[config.mk]
export PLATFORM = sky130hd
export DESIGN_NAME = if_prefetch
export DESIGN_NICKNAME = d
export VERILOG_FILES = /design/src/rtl/if_prefetch.sv
export SDC_FILE = /design/constraint.sdc
export NUM_CORES = 1
export LEC_CHECK = 0
export CELL_PAD_IN_SITES_DETAIL_PLACEMENT = 1
export CELL_PAD_IN_SITES_GLOBAL_PLACEMENT = 2
export CORE_MARGIN = 3
export CORE_UTILIZATION = 37
export DETAILED_ROUTE_END_ITERATION = 8
export PLACE_DENSITY_LB_ADDON = 0.1
export SLEW_MARGIN = 20
export SYNTH_ARGS = -nofsm -noshare
export SYNTH_HDL_FRONTEND = slang
export SYNTH_SLANG_ARGS = --single-unit
[constraint.sdc]
create_clock -name clk -period 2.52 [get_ports clk]
set_input_delay 0.378 -clock clk [delete_from_list [all_inputs] [get_ports clk]]
set_output_delay 0.378 -clock clk [all_outputs]
set_load 0.01 [all_outputs]
[src/rtl/if_prefetch.sv]
// Instruction-fetch stage: issues sequential ROM reads ahead of decode into a
// small {pc, inst} FIFO, flushing everything on a branch redirect.
module if_prefetch #(
  parameter int unsigned       ADDR_W   = 32,
  parameter int unsigned       INST_W   = 32,
  parameter int unsigned       DEPTH    = 4,
  parameter logic [ADDR_W-1:0] RESET_PC = '0,
  parameter int unsigned       PC_STEP  = 4
) (
  input  logic              clk,
  input  logic              rst_n,
  input  logic              stall_i,
  input  logic              branch_en_i,
  input  logic [ADDR_W-1:0] branch_addr_i,
  output logic [ADDR_W-1:0] rom_addr_o,
  output logic              r_enable_o,
  input  logic              rom_busy_i,
  input  logic              rom_done_i,
  input  logic [INST_W-1:0] rom_data_i,
  output logic [ADDR_W-1:0] pc_o,
  output logic [INST_W-1:0] inst_o,
  output logic              inst_valid_o,
  output logic              stall_req_o
);

  localparam int unsigned PTR_W = (DEPTH > 1) ? $clog2(DEPTH) : 1;
  localparam int unsigned CNT_W = PTR_W + 1;

  typedef enum logic [1:0] {
    S_IDLE    = 2'd0,
    S_WAIT    = 2'd1,
    S_DISCARD = 2'd2
  } state_e;

  state_e            state_q, state_d;
  logic [ADDR_W-1:0] fetch_pc_q, fetch_pc_d;
  logic [ADDR_W-1:0] rom_addr_q, rom_addr_d;
  logic              r_enable_q, r_enable_d;
  logic [PTR_W-1:0]  rd_ptr_q, rd_ptr_d;
  logic [PTR_W-1:0]  wr_ptr_q, wr_ptr_d;
  logic [CNT_W-1:0]  count_q, count_d;
  logic [ADDR_W-1:0] last_pc_q;
  logic [INST_W-1:0] last_inst_q;
  logic [ADDR_W-1:0] pc_mem_q   [DEPTH];
  logic [INST_W-1:0] inst_mem_q [DEPTH];

  logic credit_c;
  logic push_c;
  logic pop_c;
  logic empty_c;

  assign empty_c  = (count_q == '0);
  // An in-flight request reserves a slot so its data always has room.
  assign credit_c = (count_q + CNT_W'(state_q != S_IDLE)) < CNT_W'(DEPTH);
  assign pop_c    = !empty_c && !stall_i && !branch_en_i;

  // Next-state logic for the request FSM and the FIFO bookkeeping.
  always_comb begin
    state_d    = state_q;
    fetch_pc_d = fetch_pc_q;
    rom_addr_d = rom_addr_q;
    r_enable_d = 1'b0;
    push_c     = 1'b0;
    rd_ptr_d   = rd_ptr_q;
    wr_ptr_d   = wr_ptr_q;
    count_d    = count_q;

    case (state_q)
      S_IDLE: begin
        if (credit_c && !rom_busy_i && !branch_en_i) begin
          r_enable_d = 1'b1;
          rom_addr_d = fetch_pc_q;
          fetch_pc_d = fetch_pc_q + ADDR_W'(PC_STEP);
          state_d    = S_WAIT;
        end
      end
      S_WAIT: begin
        if (branch_en_i) begin
          state_d = rom_done_i ? S_IDLE : S_DISCARD;
        end else if (rom_done_i) begin
          push_c  = 1'b1;
          state_d = S_IDLE;
        end
      end
      S_DISCARD: begin
        if (rom_done_i) begin
          state_d = S_IDLE;
        end
      end
      default: state_d = S_IDLE;
    endcase

    if (branch_en_i) begin
      fetch_pc_d = branch_addr_i;
      rd_ptr_d   = '0;
      wr_ptr_d   = '0;
      count_d    = '0;
    end else begin
      if (push_c) wr_ptr_d = wr_ptr_q + PTR_W'(1);
      if (pop_c)  rd_ptr_d = rd_ptr_q + PTR_W'(1);
      count_d = count_q + CNT_W'(push_c) - CNT_W'(pop_c);
    end
  end

  // Head is read straight from the FIFO; while empty the last shown entry persists.
  assign pc_o         = empty_c ? last_pc_q   : pc_mem_q[rd_ptr_q];
  assign inst_o       = empty_c ? last_inst_q : inst_mem_q[rd_ptr_q];
  assign inst_valid_o = !empty_c;
  assign stall_req_o  = empty_c && rst_n;
  assign rom_addr_o   = rom_addr_q;
  assign r_enable_o   = r_enable_q;

  always_ff @(posedge clk or negedge rst_n) begin
    if (!rst_n) begin
      state_q     <= S_IDLE;
      fetch_pc_q  <= RESET_PC;
      rom_addr_q  <= '0;
      r_enable_q  <= 1'b0;
      rd_ptr_q    <= '0;
      wr_ptr_q    <= '0;
      count_q     <= '0;
      last_pc_q   <= '0;
      last_inst_q <= '0;
      for (int i = 0; i < int'(DEPTH); i++) begin
        pc_mem_q[i]   <= '0;
        inst_mem_q[i] <= '0;
      end
    end else begin
      state_q     <= state_d;
      fetch_pc_q  <= fetch_pc_d;
      rom_addr_q  <= rom_addr_d;
      r_enable_q  <= r_enable_d;
      rd_ptr_q    <= rd_ptr_d;
      wr_ptr_q    <= wr_ptr_d;
      count_q     <= count_d;
      last_pc_q   <= pc_o;
      last_inst_q <= inst_o;
      if (push_c) begin
        pc_mem_q[wr_ptr_q]   <= rom_addr_q;
        inst_mem_q[wr_ptr_q] <= rom_data_i;
      end
    end
  end

endmodule

# == Word level (Yosys, flattened, before mapping) ==
# Cells that the tools add are included.
# word_totals
reg_bits,394
output_inout_bits,99
wordCells,81
# classes
n_addsub,6
magnitude_cmp,4
eq_ne,3
muxes,30
bitwise,2
reduce_logical,19
# op_table
cell,n
$mux 32,10
$bwmux 128,2
$bmux 32 s2,2
$demux 32 s2,1
$add 32x3->32 const B,1
$mux 2,8
$reduce_bool 2->1,5
$add 3x1->3,2
$ge 3x3->1 const B,2
$logic_and 1x1->1,6
$not 2->3,2
$pmux 2 s3,1
$mux 1,5
$add 2x1->2 const B,2
$logic_not 1->1,4
$reduce_and 2->1,2
$logic_not 3->1,1
$lt 3x1->1 const B,1
$lt 3x3->1 const B,1
$mux 3,1
$sub 3x1->3,1
$eq 2x1->1 const B,1
$eq 2x2->1 const B,1
$logic_not 2->1,1
$ne 2x2->1 const B,1

# == Depth between registers and ports, before layout ==
# Gate-level depths: netlist of the first run.
# logic_depth
word_depth,8
mapped_depth,11
depth_no_buf,10

# == Least setup slack after synthesis of the first run ==
# Ideal clock, no wire load.
# synth_path
kind,reg2out
from,register rd_ptr_q[0]
to,output inst_o[0]
arrival_ps,2083
slack_ps,59
path_stages_with_launch,6
path_buffers,3
path_cell_list,dfrtp_1 > clkbuf_1 > buf_1 > buf_2 > mux4_2 > mux2_2
# synth_via
elab_chain_len,5
# synth_rtl
item,line,source
from (decl),39,"logic [PTR_W-1:0] rd_ptr_q, rd_ptr_d;"
from (signal assigned),133,rd_ptr_q <= rd_ptr_d;
$not 2->3 (implied by the code),107,assign inst_o = empty_c ? last_inst_q : inst_mem_q[rd_ptr_q];
$bmux 32 s2,107,
$mux 32 (implied by the code) (2 in series),107,
$mux 32,107,
to (decl),21,"output logic [INST_W-1:0] inst_o,"
# Every way passes these cells. The select of a mux whose other input is x is not followed.

# == Worst setup path after layout of the first run ==
# layout_path
from,register rd_ptr_q[0]
to,output pc_o[13]
# layout_via
elab_chain_len,5
# layout_rtl
item,line,source
$not 2->3 (implied by the code),106,assign pc_o = empty_c ? last_pc_q : pc_mem_q[rd_ptr_q];
$bmux 32 s2,106,
$mux 32 (implied by the code) (2 in series),106,
$mux 32,106,
to (decl),20,"output logic [ADDR_W-1:0] pc_o,"
# Every way passes these cells. The select of a mux whose other input is x is not followed.

==> run summary, run 1 <==
Status: complete, but fails checks
Violated checks: setup timing
Max-cap viol count: 0
Max_slew headroom: 0.464
Vias in the first global route: 11300
WP data arrival: 2.35 ns
Final setup violation count: 64
Worst-path maximum fanout: 8
Commonest non-fill, non-tap cell in the layout: dfrtp_1
Worst Tran Pin Value: 0.804 ns
Worst setup EP type: output port
Core box area: 44500 sq um
Switching Fraction: 0.290
Clock Latency Late Sink: 0.57 ns
Worst Clk Skew: 0.0260 ns
VDD IR max: 0.588 mV
Clock Path Buffers: 3
Total die area: 47900 sq um
Share of layout cells above drive strength 1: 0.489
Period utilization: 1.08
I/O Pins: 169
Fmax: 366 MHz
Hold slack: 0.222 ns
Initial antenna violation count: 0
Most frequent cells in the layout: dfrtp_1 (391), mux2_2 (292), clkdlybuf4s50_1 (100)
Vias: 10100
Yosys reg bits: 394
Worst Hold Class: in2async
First-pass GRT wire length: 67100 microns
CP startpoint kind: flop
Initial drt markers: 437
Clock net sink count: 394
Warning count from the yosys run: 0
Post-synthesis average cell area: 15.5 sq um
Combinational share of power: 0.370
Final GP Congestion: 0.726
WL final: 42300 microns
Part of the Yosys area used for sequential elements: 0.588
CTS tree: yes
Final HPWL DP: 26600 microns
Initial Utilization: 0.377
Final ANT Viol Nets: 0
Max-slew violations: 0
Clk pwr share: 0.268
# DRC: 0
Critical Path RT: 2.14 ns
Leak pwr: 10.1 nW
PortBufs: 168
Psw: 7.28 mW
Syn Nets: 1159
First-pass iteration count of the detailed router: 4
Reg clk slew, reported paths: 0.06 ns
Tmin final: 2.73 ns
Post-Syn Area: 16800 sq um
Wire length per cell: 21.6 microns
TritonCTS buffer count: 46
Synthesized instance count: 1081
Register share of total power: 0.362
Synth unique cells: 37
Avg Vias per Cell: 5.17
CTS Root Cell: clkbuf_16
Unrepaired setup endpoints after global routing: true
Gr usage total: 0.181
Largest net degree at the start of global routing: 134
Area growth from synthesis to layout: 31.5%
Final worst setup slack: -0.209 ns
Die Ht: 219 microns
H-tree levels: 2
Pre-CTS setup slack: -0.257 ns
P per Cell Area: 1140 nW/um^2
Critical path class: reg2out
Nets: 1406
Int Pwr: 17.9 mW
Die Wd: 219 microns
Congestion Overflow GR: 0
Final core occ: 0.496
Antenna cells: 0
Cell row count: 77
Hold Fails Final Rpt: 0
kinds of logic (layout without fill, tap and decap cells):
family                   after synthesis  count (layout)  synth area share
AO/OA/AOI/OAI                         48              48            0.0177
adder cells (fa/ha/maj)                8               8           0.00641
XOR/XNOR                              15              15           0.00783
flip-flops                           394             394             0.588
buffers and inverters                 77             358            0.0177
AND/OR/NAND/NOR                      118             118            0.0374
multiplexers                         421             421             0.325
power groups by stage:
stage | logic (mW) | registers (mW) | clock network, mW
6_report | 9.30 | 9.11 | 6.74
3_3_place_gp | 7.75 | 9.17 | 0
2_1_floorplan | 4.09 | 8.84 | 0
5_1_grt | 10.0 | 9.36 | 7.27
3_5_place_dp | 7.84 | 9.23 | 0
4_1_cts | 9.09 | 9.14 | 6.97
per-layer routing:
layer	part of all wire	up-vias	wire length, microns	track usage
met1	0.46	5409	19300	0.249
li1	-	4503	-	-
met4	0.017	0	735	0.0404
met5	0	-	0	0
met3	0.037	53	1550	0.0328
met2	0.49	136	20600	0.300
path summary, 6_finish.rpt:
path                           startpoint         endpoint  slack, ns  cells after the start
max                           rd_ptr_q[0]         pc_o[13]      -0.21                      6
min                                 rst_n  last_inst_q[11]       0.22                      2
max reg2reg                    state_q[1]   fetch_pc_q[29]       0.13                      5
min reg2reg                inst_mem_q[27]   inst_mem_q[27]       0.50                      1
max in group asynchronous           rst_n     last_pc_q[5]       1.32                      3
min in group clk              branch_en_i      rd_ptr_q[0]       0.26                      3
worst max-delay path, stage by stage (launching register included):
cell and delay (ns):
dfrtp_4 0.49, buf_12 0.16, buf_8 0.13, buf_12 0.13, mux4_2 0.43, mux2_4 0.30, buf_6 0.13
per-stage QoR:
| stage | TNS (ns) | cells | power [mW] | instance area [sq um] |
|---|---|---|---|---|
| after global placement | -2.35 | 1836 | 16.9 | 19700 |
| after floorplan | 0 | 1081 | 12.9 | 16800 |
| after global routing | -14.51 | 1954 | 26.6 | 22100 |
| final | -9.33 | 1954 | 25.2 | 22100 |
| after CTS | -13.08 | 1948 | 25.2 | 21900 |
| after detailed placement | -2.87 | 1836 | 17.1 | 19700 |
registers in the layout (all words and copies together), names as in the netlist:
register and count:
count_q 3, fetch_pc_q 32, inst_mem_q 128, last_inst_q 32
last_pc_q 32, pc_mem_q 128, r_enable_o 1, rd_ptr_q 2
rom_addr_o 32, state_q 2, wr_ptr_q 2
repair_timing:
item / CTS / global route
pin swaps: 0 / 2
buffers inserted: 25 / 8
gates cloned: 4 / 2
endpoints found under the hold margin: 88 / 0
hold buffers: 1 / 0
setup endpoints to repair: 69 / 68
resized for setup: 385 / 45
area by class of cell:
class / instances / area (sq um)
clock buffers: 70 / 1390
clock inverters: 12 / 145
fillers: 4333 / 22500
inverters: 12 / 46.3
multi-input cells: 610 / 6910
flip-flops and latches: 394 / 9870
well taps: 592 / 741
repair buffers: 264 / 2960
cells in the mapped netlist (all sizes together):
| cell type | count | area (sq um) |
|---|---|---|
| nor3b | 2 | 15.0 |
| nor3 | 4 | 20.0 |
| a31oi | 15 | 93.8 |
| nor2b | 1 | 6.26 |
| and3 | 1 | 6.26 |
| mux2i | 2 | 20.0 |
| fa | 1 | 20.0 |
| mux2 | 355 | 4000 |
| clkbuf | 51 | 191 |
| or4 | 15 | 116 |
| or3 | 9 | 56.3 |
| and4 | 2 | 17.5 |
| a21oi | 2 | 10.0 |
| nand2 | 27 | 101 |
| mux4 | 64 | 1440 |
| ha | 7 | 87.6 |
| or4b | 1 | 10.0 |
| nor2 | 26 | 97.6 |
| o41ai | 1 | 8.76 |
| a211oi | 1 | 7.51 |
| inv | 12 | 45.0 |
| xnor2 | 10 | 87.6 |
| and2 | 1 | 6.26 |
| buf | 14 | 61.3 |
| nand3b | 1 | 7.51 |
| xor2 | 5 | 43.8 |
| or3b | 1 | 8.76 |
| dfrtp | 394 | 9860 |
| a211o | 1 | 8.76 |
| nor4 | 7 | 43.8 |
| o31ai | 10 | 75.1 |
| nand3 | 9 | 45.0 |
| o211ai | 1 | 7.51 |
| o21ai | 17 | 85.1 |
| nand4 | 11 | 68.8 |
Power figures use the tool's default switching activity.
==> inputs of run 2 (changes only) <==
Settings changed: SKIP_LAST_GASP set to 1.
==> run 2 against run 1 <==
Against the previous run:
- the run still ends with setup timing left
- first-iteration DRC count rose by 8.7%
- flip-flop and latch count is the same
- total power is 0.33% lower
- maximum frequency about the same
- die area unchanged
- critical endpoint is now inst_o[26]
- highest routed layer unchanged
==> run summary, run 2 (same netlist as run 1, synthesis figures left out) <==
Final GP Congestion: 0.726 (unchanged)
Avg Vias per Cell: 5.15 (-0.38%)
Slowest CP cell: dfrtp_4
Max-cap viol count: 0 (unchanged)
Sum Neg Setup Slack: -7.60 ns (+1.73 ns)
Die Ht: 219 microns (unchanged)
Status: complete, but fails checks
H-tree levels: 2 (unchanged)
CTS tree: yes
Vias: 10100 (-0.38%)
WP data arrival: 2.35 ns (about the same)
WL final: 42400 microns (+0.35%)
Most used cell along the critical path: buf_6
Share of layout cells above drive strength 1: 0.490 (+0.000734)
P per Cell Area: 1140 nW/um^2 (-0.32%)
Worst Tran Pin Value: 0.796 ns (-0.00800 ns)
Largest net degree at the start of global routing: 134 (unchanged)
CTS Root Cell: clkbuf_16
Wire length per cell: 21.7 microns (+0.35%)
Placed cell count: 1836 (unchanged)
Psw: 7.27 mW (-0.14%)
R2R Path Start: count_q[2]
Hold Fails Final Rpt: 0 (unchanged)
Nets: 1406 (unchanged)
Most frequent cells in the layout: dfrtp_1 (391), mux2_2 (292), clkdlybuf4s50_1 (100)
Clock Latency Late Sink: 0.57 ns (about the same)
Clock net sink count: 394 (unchanged)
Final HPWL DP: 26600 microns (unchanged)
Violated checks: setup timing
Critical Path RT: 2.14 ns (about the same)
PortBufs: 168 (unchanged)
Total die area: 47900 sq um (unchanged)
Fmax: 367 MHz (about the same)
VDD IR max: 0.586 mV (-0.39%)
Critical path class: reg2out
Tmin final: 2.73 ns (-0.000566 ns)
CP startpoint kind: flop
Antenna cells: 0 (unchanged)
Final setup violation count: 65 (+1.6%)
Worst Hold Class: in2async
Initial Utilization: 0.377 (unchanged)
Worst Clk Skew: 0.0251 ns (-0.000906 ns)
Max-slew violations: 0 (unchanged)
Vias in the first global route: 11300 (-0.20%)
R2R cell count: 7 (+2)
Combinational share of power: 0.368 (-0.002)
Initial drt markers: 475 (+8.7%)
Reg clk slew, reported paths: 0.06 ns (about the same)
Die Wd: 219 microns (unchanged)
Int Pwr: 17.8 mW (-0.41%)
Final worst setup slack: -0.208 ns (+0.000566 ns)
Critical R2R Capture: fetch_pc_q[19]
Core box area: 44500 sq um (unchanged)
Worst setup EP type: output port
Unrepaired setup endpoints after global routing: true
Max_slew headroom: 0.470 (+0.00534)
Peak per-stage delay on the critical path: 0.51 ns (+0.02 ns)
First-pass GRT wire length: 67000 microns (-0.18%)
Congestion Overflow GR: 0 (unchanged)
First-pass iteration count of the detailed router: 4 (unchanged)
R2R Setup Slk: -0.01 ns (-0.14 ns)
Clock Path Buffers: 3 (unchanged)
Post-Layout Cell Count: 1954 (unchanged)
Commonest non-fill, non-tap cell in the layout: dfrtp_1
Leak pwr: 10.1 nW (about the same)
# DRC: 0 (unchanged)
Initial antenna violation count: 0 (unchanged)
Gr usage total: 0.180 (-0.000395)
Period utilization: 1.08 (about the same)
Switching Fraction: 0.290 (+0.000555)
Cell row count: 77 (unchanged)
Register share of total power: 0.364 (+0.002)
Final ANT Viol Nets: 0 (unchanged)
TritonCTS buffer count: 46 (unchanged)
Clk pwr share: 0.269 (about the same)
I/O Pins: 169 (unchanged)
Worst-path cell chain: clkbuf_16 > buf_16 > buf_6 > mux4_2 > mux2_4 > buf_6
Largest regs: inst_mem_q (128), pc_mem_q (128)
Area growth from synthesis to layout: 31.5% (about the same)
Worst-path maximum fanout: 5 (-3)
==> run 2: repair_timing <==
item,4_1_cts,5_1_grt
resized for setup,319,105
gates cloned,4,3
hold endpoints to repair,88,0
hold buffers,1,0
endpoints found under the setup margin,69,68
pin swaps,0,4
setup buffers,25,8
==> run 2: stage by stage <==
step           utilization  hold slack, ns  worst slack [ns]  area, sq um  power, mW
2_1_floorplan            -          0.0824            0.0594        16800       12.9
3_3_place_gp         0.442           0.197            -0.224        19700       16.9
3_5_place_dp         0.442           0.196            -0.257        19700       17.1
4_1_cts              0.491           0.199            -0.367        21800       25.0
5_1_grt              0.496           0.206            -0.294        22100       26.5
6_report             0.496           0.223            -0.208        22100       25.1
==> run 2: worst max-delay path: cells and delay by family (launching register included) <==
family,cells,cell delay [ns]
buffers and inverters,4,0.56
DFF,1,0.51
muxes,2,0.70
==> run 2: how the worst max path moves through the flow <==
stage	from	to	slack (ns)	cells past startpoint
2_1_floorplan	rd_ptr_q[0]	inst_o[0]	0.06	5
3_3_place_gp	rom_busy_i	fetch_pc_q[26]	-0.22	6
3_5_place_dp	rom_busy_i	fetch_pc_q[26]	-0.26	6
4_1_cts	rd_ptr_q[0]	pc_o[20]	-0.37	7
5_1_grt	rd_ptr_q[0]	inst_o[26]	-0.29	6
6_report	rd_ptr_q[0]	inst_o[26]	-0.21	6
==> run 2: power groups by stage <==
stage	sequential, mW	combinational (mW)	clock, mW
4_1_cts	9.14	8.86	6.97
5_1_grt	9.37	9.91	7.26
6_report	9.12	9.22	6.73
3_5_place_dp	9.23	7.84	0
3_3_place_gp	9.17	7.75	0
2_1_floorplan	8.84	4.09	0
==> run 2: routing by layer <==
metal	GRT usage	routed length [microns]
met1	0.250	19500
met2	0.299	20600
met3	0.0314	1520
met4	0.0404	770
met5	0	0
==> run 2: area by class of cell <==
| cell class | count | area (sq um) |
|---|---|---|
| Clock buffer | 70 | 1390 |
| Clock inverter | 12 | 145 |
| Fill cell | 4340 | 22500 |
| Inverter | 12 | 46.3 |
| Multi-Input combinational cell | 610 | 6910 |
| Sequential cell | 394 | 9870 |
| Tap cell | 592 | 741 |
| Timing Repair Buffer | 264 | 2950 |
